===== config.mk =====
export PLATFORM = sky130hd
export DESIGN_NAME = pe_result_serializer_flat
export DESIGN_NICKNAME = d
export VERILOG_FILES = /design/src/rtl/pe_result_serializer_if.sv /design/src/rtl/pe_result_serializer.sv /design/src/flat_wrapper.sv
export SDC_FILE = /design/constraint.sdc
export NUM_CORES = 1
export LEC_CHECK = 0
export ABC_AREA = 1
export BUFFER_PORTS_ARGS = -buffer_cell sky130_fd_sc_hd__buf_2
export CAP_MARGIN = 15
export CORE_AREA = 2 2 426 428
export CTS_CLUSTER_SIZE = 8
export DETAILED_ROUTE_END_ITERATION = 16
export DIE_AREA = 0 0 428 430
export PLACE_DENSITY = 0.46
export SLEW_MARGIN = 20
export SYNTH_ARGS = -nofsm -noshare
export SYNTH_HDL_FRONTEND = slang
export SYNTH_SLANG_ARGS = --single-unit
export TNS_END_PERCENT = 100

===== constraint.sdc =====
create_clock -name clk -period 46.9 [get_ports clk]
set_input_delay 7.035 -clock clk [delete_from_list [all_inputs] [get_ports clk]]
set_output_delay 7.035 -clock clk [all_outputs]
set_load 0.005 [all_outputs]

===== src/rtl/pe_result_serializer_if.sv =====
// Beat stream interface from the PE result serializer to the writeback/buffer path.
interface pe_result_serializer_if #(
  parameter int DATA_W = 16,
  parameter int LANES  = 4
);
  logic [LANES*DATA_W-1:0] out_data;
  logic                    out_valid;
  logic                    out_ready;
  logic                    out_last;

  modport master (output out_data, output out_valid, output out_last, input out_ready);
  modport slave  (input out_data, input out_valid, input out_last, output out_ready);
endinterface


===== src/rtl/pe_result_serializer.sv =====
// Snapshots the PE array result on pe_done and streams it out as LANES-wide beats.
// Optional macro SER_RELU_EN: negative words are emitted as zero (buffer keeps raw values).
module pe_result_serializer #(
  parameter int NUM_PE = 64,
  parameter int DATA_W = 16,
  parameter int LANES  = 4
) (
  input  logic                     clk,
  input  logic                     rst_n,
  input  logic [NUM_PE*DATA_W-1:0] pe_result,
  input  logic                     pe_done,
  output logic                     cap_ready,
  pe_result_serializer_if.master   beat,
  output logic                     busy,
  output logic [7:0]               frame_cnt,
  output logic                     overrun_err,
  input  logic                     err_clr
);

  localparam int BEATS = NUM_PE / LANES;
  localparam int BW    = (BEATS > 1) ? $clog2(BEATS) : 1;
  localparam logic [BW-1:0] LAST_IDX = BW'(BEATS - 1);

  typedef enum logic {IDLE, DRAIN} state_t;

  state_t                    state;
  logic [BW-1:0]             beat_idx;
  logic [BW-1:0]             next_idx;
  logic [NUM_PE*DATA_W-1:0]  buf_q;
  logic                      capture;

  function automatic logic [LANES*DATA_W-1:0] beat_of(
    input logic [NUM_PE*DATA_W-1:0] v,
    input logic [BW-1:0]            b
  );
    logic [LANES*DATA_W-1:0] r;
    r = v[b*LANES*DATA_W +: LANES*DATA_W];
`ifdef SER_RELU_EN
    for (int unsigned l = 0; l < LANES; l++) begin
      if (r[l*DATA_W + DATA_W - 1]) r[l*DATA_W +: DATA_W] = '0;
    end
`endif
    return r;
  endfunction

  assign next_idx  = beat_idx + 1'b1;
  assign cap_ready = (state == IDLE) || (state == DRAIN && beat.out_last && beat.out_ready);
  assign capture   = pe_done && cap_ready;

  // Buffer has no reset; its contents only matter once a capture has happened.
  always_ff @(posedge clk) begin
    if (capture) buf_q <= pe_result;
  end

  // On capture, beat 0 is taken straight from pe_result since buf_q updates on the same edge.
  always_ff @(posedge clk or negedge rst_n) begin
    if (!rst_n) begin
      state          <= IDLE;
      beat_idx       <= '0;
      beat.out_valid <= 1'b0;
      beat.out_last  <= 1'b0;
      beat.out_data  <= '0;
      busy           <= 1'b0;
      frame_cnt      <= '0;
      overrun_err    <= 1'b0;
    end else begin
      if (pe_done && !cap_ready) overrun_err <= 1'b1;
      else if (err_clr)          overrun_err <= 1'b0;

      case (state)
        IDLE: begin
          if (pe_done) begin
            state          <= DRAIN;
            beat_idx       <= '0;
            beat.out_valid <= 1'b1;
            beat.out_last  <= (LAST_IDX == '0);
            beat.out_data  <= beat_of(pe_result, '0);
            busy           <= 1'b1;
          end
        end
        DRAIN: begin
          if (beat.out_ready) begin
            if (beat_idx == LAST_IDX) begin
              frame_cnt <= frame_cnt + 8'd1;
              if (pe_done) begin
                beat_idx      <= '0;
                beat.out_last <= (LAST_IDX == '0);
                beat.out_data <= beat_of(pe_result, '0);
              end else begin
                state          <= IDLE;
                beat_idx       <= '0;
                beat.out_valid <= 1'b0;
                beat.out_last  <= 1'b0;
                beat.out_data  <= '0;
                busy           <= 1'b0;
              end
            end else begin
              beat_idx      <= next_idx;
              beat.out_last <= (next_idx == LAST_IDX);
              beat.out_data <= beat_of(buf_q, next_idx);
            end
          end
        end
        default: state <= IDLE;
      endcase
    end
  end

endmodule

===== src/flat_wrapper.sv =====
// flat-port wrapper written by rule: the top's interface ports become plain ports
module pe_result_serializer_flat 
#(
  parameter int NUM_PE = 64,
  parameter int DATA_W = 16,
  parameter int LANES  = 4
)
  (clk, rst_n, pe_result, pe_done, cap_ready, busy, frame_cnt, overrun_err, err_clr, beat_out_data, beat_out_valid, beat_out_last, beat_out_ready);
  pe_result_serializer_if #(.DATA_W(DATA_W), .LANES(LANES)) beat_i ();
  input  logic clk;
  input  logic rst_n;
  input  logic [NUM_PE*DATA_W-1:0] pe_result;
  input  logic pe_done;
  output logic cap_ready;
  output logic busy;
  output logic [7:0] frame_cnt;
  output logic overrun_err;
  input  logic err_clr;
  output wire logic [$bits(beat_i.out_data)-1:0] beat_out_data;
  output wire logic [$bits(beat_i.out_valid)-1:0] beat_out_valid;
  output wire logic [$bits(beat_i.out_last)-1:0] beat_out_last;
  input wire logic [$bits(beat_i.out_ready)-1:0] beat_out_ready;
  assign beat_out_data = beat_i.out_data;
  assign beat_out_valid = beat_i.out_valid;
  assign beat_out_last = beat_i.out_last;
  assign beat_i.out_ready = beat_out_ready;
  pe_result_serializer #(.NUM_PE(NUM_PE), .DATA_W(DATA_W), .LANES(LANES)) u_core (.clk(clk), .rst_n(rst_n), .pe_result(pe_result), .pe_done(pe_done), .cap_ready(cap_ready), .beat(beat_i), .busy(busy), .frame_cnt(frame_cnt), .overrun_err(overrun_err), .err_clr(err_clr));
endmodule

==> results.yml, run 1 <==
die:
  rows: 156
  die_x_um: 428
  die_area_mm2: 0.184
  io_pins: 1106
  core_mm2: 0.180
  initial_core_util: 0.249
  die_h_um: 430
timing:
  finalCritPeriodShare: 0.313
  final-hold-violation-count: 0
  fin_crit_ps: 14670
  relSlewSlack: 0.255
  slew_viol_final: 0
  tightest_slew_ps: 1120
  setup_viol: 0
  clock.fmax_mhz: 68.1
  fin_tns_setup_ps: 0
  clock_skew_ps: 25.0
  rsz0062_at_grt: "false"
detailed_routing:
  vias: 33500
  drtAntennaViolNets: 0
  firstDrtPassIters: 8
  totalWireLength_mm: 176
  post_drt_wl_per_cell_um: 23.7
  vias_per_cell: 4.51
  drc: 0
  drtIter0Drc: 2655
grt:
  grt_usage: 0.185
  grt_pass1_vias: 33200
  grt_max_degree: 164
  antenna_found_initial: 123
  grt_pass1_wl_mm: 245
  gr-total-overflow: 0
cts:
  ctsResizeCount: 0
  worstSkewPairLatency_ps: 800
  cts_buffer_depth: 3
  clockRootBuffer: "clkbuf_16"
  cts_inserted_buffers: 159
  cts_setup_buffers: 0
  clk_pin_slew_ps: 50
  hold_buffers: 0
  tritoncts: "built"
  cts.sinks: 1104
  htreeDepth: 4
synthesis:
  avgSynthCellArea_um2: 11.9
  yosys.cell_types.count: 27
  synth-simple-area-share: 0.137
  syn-instance-count: 3763
  synth_nets: 4795
  yosysWarnings: 0
  synth-seq-area-share: 0.732
  ys_ff_latch: 1104
  synth_top_family_by_area: "simple AND/OR/NAND/NOR gates"
  synth_mux_area_frac: 0
  synthXorXnorAreaFrac: 0.00249
  synthAdderAreaFrac: 0.000839
  synth_compound_area_frac: 0.0719
  netlist_area_mm2: 0.0448
cells_and_area:
  final_nets: 5877
  regArea_mm2: 0.0328
  final_cell_mix: "1104 x buf_2, 1024 x edfxtp_1, 646 x nand2_1"
  fin_util: 0.321
  multi_input_area_mm2: 0.00962
  layout_commonest_cell: "buf_2"
  area_delta_synth_final_pct: 28.9
  drive_gt1_frac: 0.272
  fill_cells: 18400
setup_path:
  arrival_ps: 7640
  critPathTopFamily: "buffers and inverters"
  critPathLaunchType: "primary input"
  max_stage_delay_ps: 260
  cp_num_buf_inv: 3
  crit_path_end_kind: "primary output"
  crit_slowest_cell: "a21oi_1"
  worstPathRequired_ps: 39870
  path_max_fanout: 3
  cpMostUsedCell: "buf_2"
  path_cells: "buf_2 > a21oi_1 > inv_1 > buf_2"
  ff2ff_setup_slack_ps: 42070
  criticalPathCategory: "in2out"
power_and_ir_drop:
  vdd_drop_max_v: 0.0000438
  power.leakage_nw: 23.1
  p_per_area_mw_per_mm2: 56.3
placement:
  dpl.hpwl_mm: 122
  port_buffers: 1105
  gp_congestion: 0.843
run:
  max_cap_violations: 0
outcome:
  outcome: "finished, final reports clean"
worst_hold_path:
  hp-class: "reg2reg"
layer usage:
layer,GRT usage,part of all wire,up-vias
met5,0,0.0026,-
met4,0.0654,0.032,74
met3,0.0515,0.069,365
met2,0.334,0.52,1236
met1,0.209,0.38,16400
li1,-,-,15400
per-stage QoR:
stage | setup WS (ps) | hold WS [ps] | cell area, um2 | cells | total power, mW
4_1_cts | 32230 | 486 | 57500 | 7337 | 3.31
6_report | 32230 | 492 | 57700 | 7410 | 3.24
3_3_place_gp | 32210 | 482 | 52800 | 7054 | 2.20
3_5_place_dp | 32230 | 477 | 52800 | 7054 | 2.20
2_1_floorplan | 12330 | 468 | 44800 | 3763 | 1.76
5_1_grt | 32190 | 515 | 57600 | 7374 | 3.42
power by group:
part	leakage [nW]	internal (mW)	switching (mW)
logic	10.6	0.280	0.689
registers	10.2	1.14	0.0343
clock network	2.24	0.647	0.453
layout make-up:
| type | count | share of cell area |
|---|---|---|
| clock buffers | 259 | 0.0755 |
| diodes | 73 | 0.00317 |
| clock inverters | 24 | 0.00620 |
| well taps | 2370 | 0.0514 |
| multi-input cells | 2035 | 0.167 |
| inverters | 390 | 0.0256 |
| repair buffers | 1155 | 0.103 |
| flip-flops and latches | 1104 | 0.568 |
worst paths after layout:
path                                      from                       to  depth (start not counted)
max in group asynchronous                rst_n       u_core.beat_idx[0]                          2
hold / removal             u_core.frame_cnt[7]      u_core.frame_cnt[7]                          1
setup / recovery                beat_out_ready                cap_ready                          4
min in group asynchronous                rst_n  u_core.beat.out_data[2]                          1
hold reg to reg            u_core.frame_cnt[7]      u_core.frame_cnt[7]                          1
setup reg to reg                  u_core.state        u_core.buf_q[965]                          8
flip-flops by register name, indices dropped and copies added (netlist names):
register / flops
u_core.beat.out_data: 64
u_core.beat.out_last: 1
u_core.beat.out_valid: 1
u_core.beat_idx: 4
u_core.buf_q: 1024
u_core.frame_cnt: 8
u_core.overrun_err: 1
u_core.state: 1
kinds of logic after synthesis:
kind of cell / after synthesis
AO/OA/AOI/OAI: 529
XOR/XNOR: 11
adder cells (fa/ha/maj): 3
buffers and inverters: 624
flip-flops: 1104
AND/OR/NAND/NOR: 1492
cells in the mapped netlist:
master,number,area share
a21oi_1,27,0.0030
a31oi_1,38,0.0053
buf_1,14,0.0012
buf_2,74,0.0083
buf_4,7,0.0012
buf_6,3,0.00075
clkbuf_1,136,0.011
clkinv_1,1,0.000084
dfrtp_1,80,0.045
edfxtp_1,1024,0.69
ha_1,3,0.00084
inv_1,389,0.033
nand2_1,647,0.054
nand3_1,431,0.048
nand3_2,1,0.00022
nand4_1,1,0.00014
nor2_1,410,0.034
nor2_2,1,0.00014
nor3_1,1,0.00011
o211ai_1,37,0.0062
o21ai_0,309,0.035
o21ai_2,1,0.00020
o221ai_1,111,0.022
o22ai_1,6,0.00084
xnor2_1,3,0.00059
xor2_1,6,0.0012
xor2_2,2,0.00073
worst reg2reg max path, stage by stage, from the launching register on:
cell	delay, ps
dfrtp_1	450
inv_1	100
a21oi_1	70
nor2_4	340
buf_4	780
buf_4	530
buf_4	610
buf_4	790
buf_6	720
Power figures use the tool's default switching activity.
==> run 2: changes to the inputs <==
--- a/config.mk
+++ b/config.mk
@@ -12,7 +12,7 @@
 export CTS_CLUSTER_SIZE = 8
 export DETAILED_ROUTE_END_ITERATION = 16
 export DIE_AREA = 0 0 428 430
-export PLACE_DENSITY = 0.46
+export PLACE_DENSITY = 0.44
 export SLEW_MARGIN = 20
 export SYNTH_ARGS = -nofsm -noshare
 export SYNTH_HDL_FRONTEND = slang
==> constraint.sdc (replaced) <==
create_clock -name clk -period 13.6 [get_ports clk]
set_input_delay 2.04 -clock clk [delete_from_list [all_inputs] [get_ports clk]]
set_output_delay 2.04 -clock clk [all_outputs]
set_load 0.005 [all_outputs]
==> results.yml, run 2 (synthesized netlist as in run 1, its figures left out) <==
outcome:
  outcome: "finished, final reports clean"
grt:
  grt_usage: 0.196
  grt_pass1_wl_mm: 258
  grt_max_degree: 174
  antenna_found_initial: 137
  gr-total-overflow: 0
  grt_pass1_vias: 34100
placement:
  dpl.hpwl_mm: 131
  port_buffers: 1105
  place_inst: 7050
  gp_congestion: 0.880
detailed_routing:
  drtIter0Drc: 2630
  drc: 0
  vias_per_cell: 4.58
  totalWireLength_mm: 186
  vias: 33800
  post_drt_wl_per_cell_um: 25.1
  firstDrtPassIters: 6
  drtAntennaViolNets: 0
cts:
  cts_buffer_depth: 3
  clockRootBuffer: "clkbuf_16"
  cts_inserted_buffers: 158
  hold_buffers: 0
  worstSkewPairLatency_ps: 800
  clk_pin_slew_ps: 50
  ctsResizeCount: 0
  cts.sinks: 1104
  cts_setup_buffers: 0
  htreeDepth: 4
  tritoncts: "built"
timing:
  fin_crit_ps: 5070
  relSlewSlack: 0.277
  rsz0062_at_grt: "false"
  finalCritPeriodShare: 0.373
  setup_viol: 0
  clock_skew_ps: 25.8
  tightest_slew_ps: 1080
  slew_viol_final: 0
  final-hold-violation-count: 0
  clock.fmax_mhz: 197
die:
  rows: 156
  core_mm2: 0.180
  initial_core_util: 0.249
  die_h_um: 430
  io_pins: 1106
  die_x_um: 428
  die_area_mm2: 0.184
setup_path:
  crit_slowest_cell: "dfrtp_4"
  arrival_ps: 5770
  criticalPathCategory: "reg2reg"
  cpMostUsedCell: "nand3_1"
  rr_worst_depth: 10
  max_stage_delay_ps: 960
  crit_start: "u_core.beat_idx[0]"
  path_max_fanout: 100
  critPathLaunchType: "register"
  worstPathRequired_ps: 14300
  path_cells: "inv_8 > ha_4 > buf_4 > buf_4 > nand3_1 > nand3_1 > nand3_1 > nand2_1 > nand2_1 > a21oi_1"
  r2r_start: "u_core.beat_idx[0]"
  crit_path_end_kind: "register"
power_and_ir_drop:
  power_mw: 11.2
  vdd_drop_max_v: 0.000125
  p_per_area_mw_per_mm2: 194
  power.leakage_nw: 23.1
worst_hold_path:
  hp-class: "reg2reg"
  hp-start: "u_core.frame_cnt[7]"
  whs_path_depth: 1
cells_and_area:
  regMostFlops: "u_core.buf_q"
  largest_reg_flops: 1024
  drive_gt1_frac: 0.271
  layout_commonest_cell: "buf_2"
  instances_no_fill: 7392
  final_nets: 5873
  reg_top3: "u_core.buf_q: 1024 flops, u_core.beat.out_data: 64 flops, u_core.frame_cnt: 8 flops"
  final_cell_mix: "1104 x buf_2, 1024 x edfxtp_1, 646 x nand2_1"
  fill_cells: 18500
  area_delta_synth_final_pct: 28.9
run:
  max_cap_violations: 0
## run 2: cell count changes in the layout (fill, tap and decap cells not counted), moves of 3 or more
cell / delta
diode_2: -21
clkbuf_1: +10
inv_6: -3
clkinv_1: -3
buf_4: -4
## run 2: per-stage QoR
stage	area, um2	setup TNS, ps	worst slack, ps	hold slack (ps)	util
after detailed placement	52800	0	8300	461	0.294
after global routing	57600	0	8280	504	0.321
after CTS	57500	0	8580	475	0.320
after global placement	52800	0	8280	465	0.294
final	57700	0	8530	470	0.321
after floorplan	44800	-4224510	-4130	468	-
## run 2: per-layer routing
layer	vias to the layer above	global-route usage	wire length (um)
li1	15400	-	-
met1	16700	0.221	70300
met2	1302	0.354	96600
met3	410	0.0540	12400
met4	86	0.0694	5820
met5	-	0	508
## run 2: cell type report
type | count | area [um2] | share of cell area
multi-input combinational | 2035 | 9620 | 0.167
timing repair buffer | 1152 | 5970 | 0.104
clock buffer | 271 | 4430 | 0.0768
tap | 2370 | 2970 | 0.0514
sequential | 1104 | 32800 | 0.568
inverter | 390 | 1480 | 0.0256
antenna | 52 | 130 | 0.00226
clock inverter | 18 | 332 | 0.00575
## run 2: critical path, delay by kind of cell (launching register included)
kind | cells | cell delay, ps
buffers and inverters | 3 | 1780
DFF | 1 | 960
adders and majority gates | 1 | 940
and+or+nand+nor | 5 | 770
AOI/OAI and AO/OA | 1 | 180
## run 2: worst paths after layout
check / end / slack, ps
worst max register to register: u_core.beat.out_data[24] / 8530
worst min-delay path: u_core.frame_cnt[7] / 470
worst min register to register: u_core.frame_cnt[7] / 470
worst max-delay path: u_core.beat.out_data[24] / 8530
min in group asynchronous: u_core.beat.out_data[40] / 1210
max in group asynchronous: u_core.beat.out_data[26] / 11020
## run 2: power by group
| part | total (mW) | switching (mW) | internal [mW] |
|---|---|---|---|
| sequential | 4.06 | 0.126 | 3.94 |
| clock | 3.84 | 1.58 | 2.26 |
| combinational | 3.31 | 2.35 | 0.964 |
| total | 11.2 | 4.05 | 7.16 |
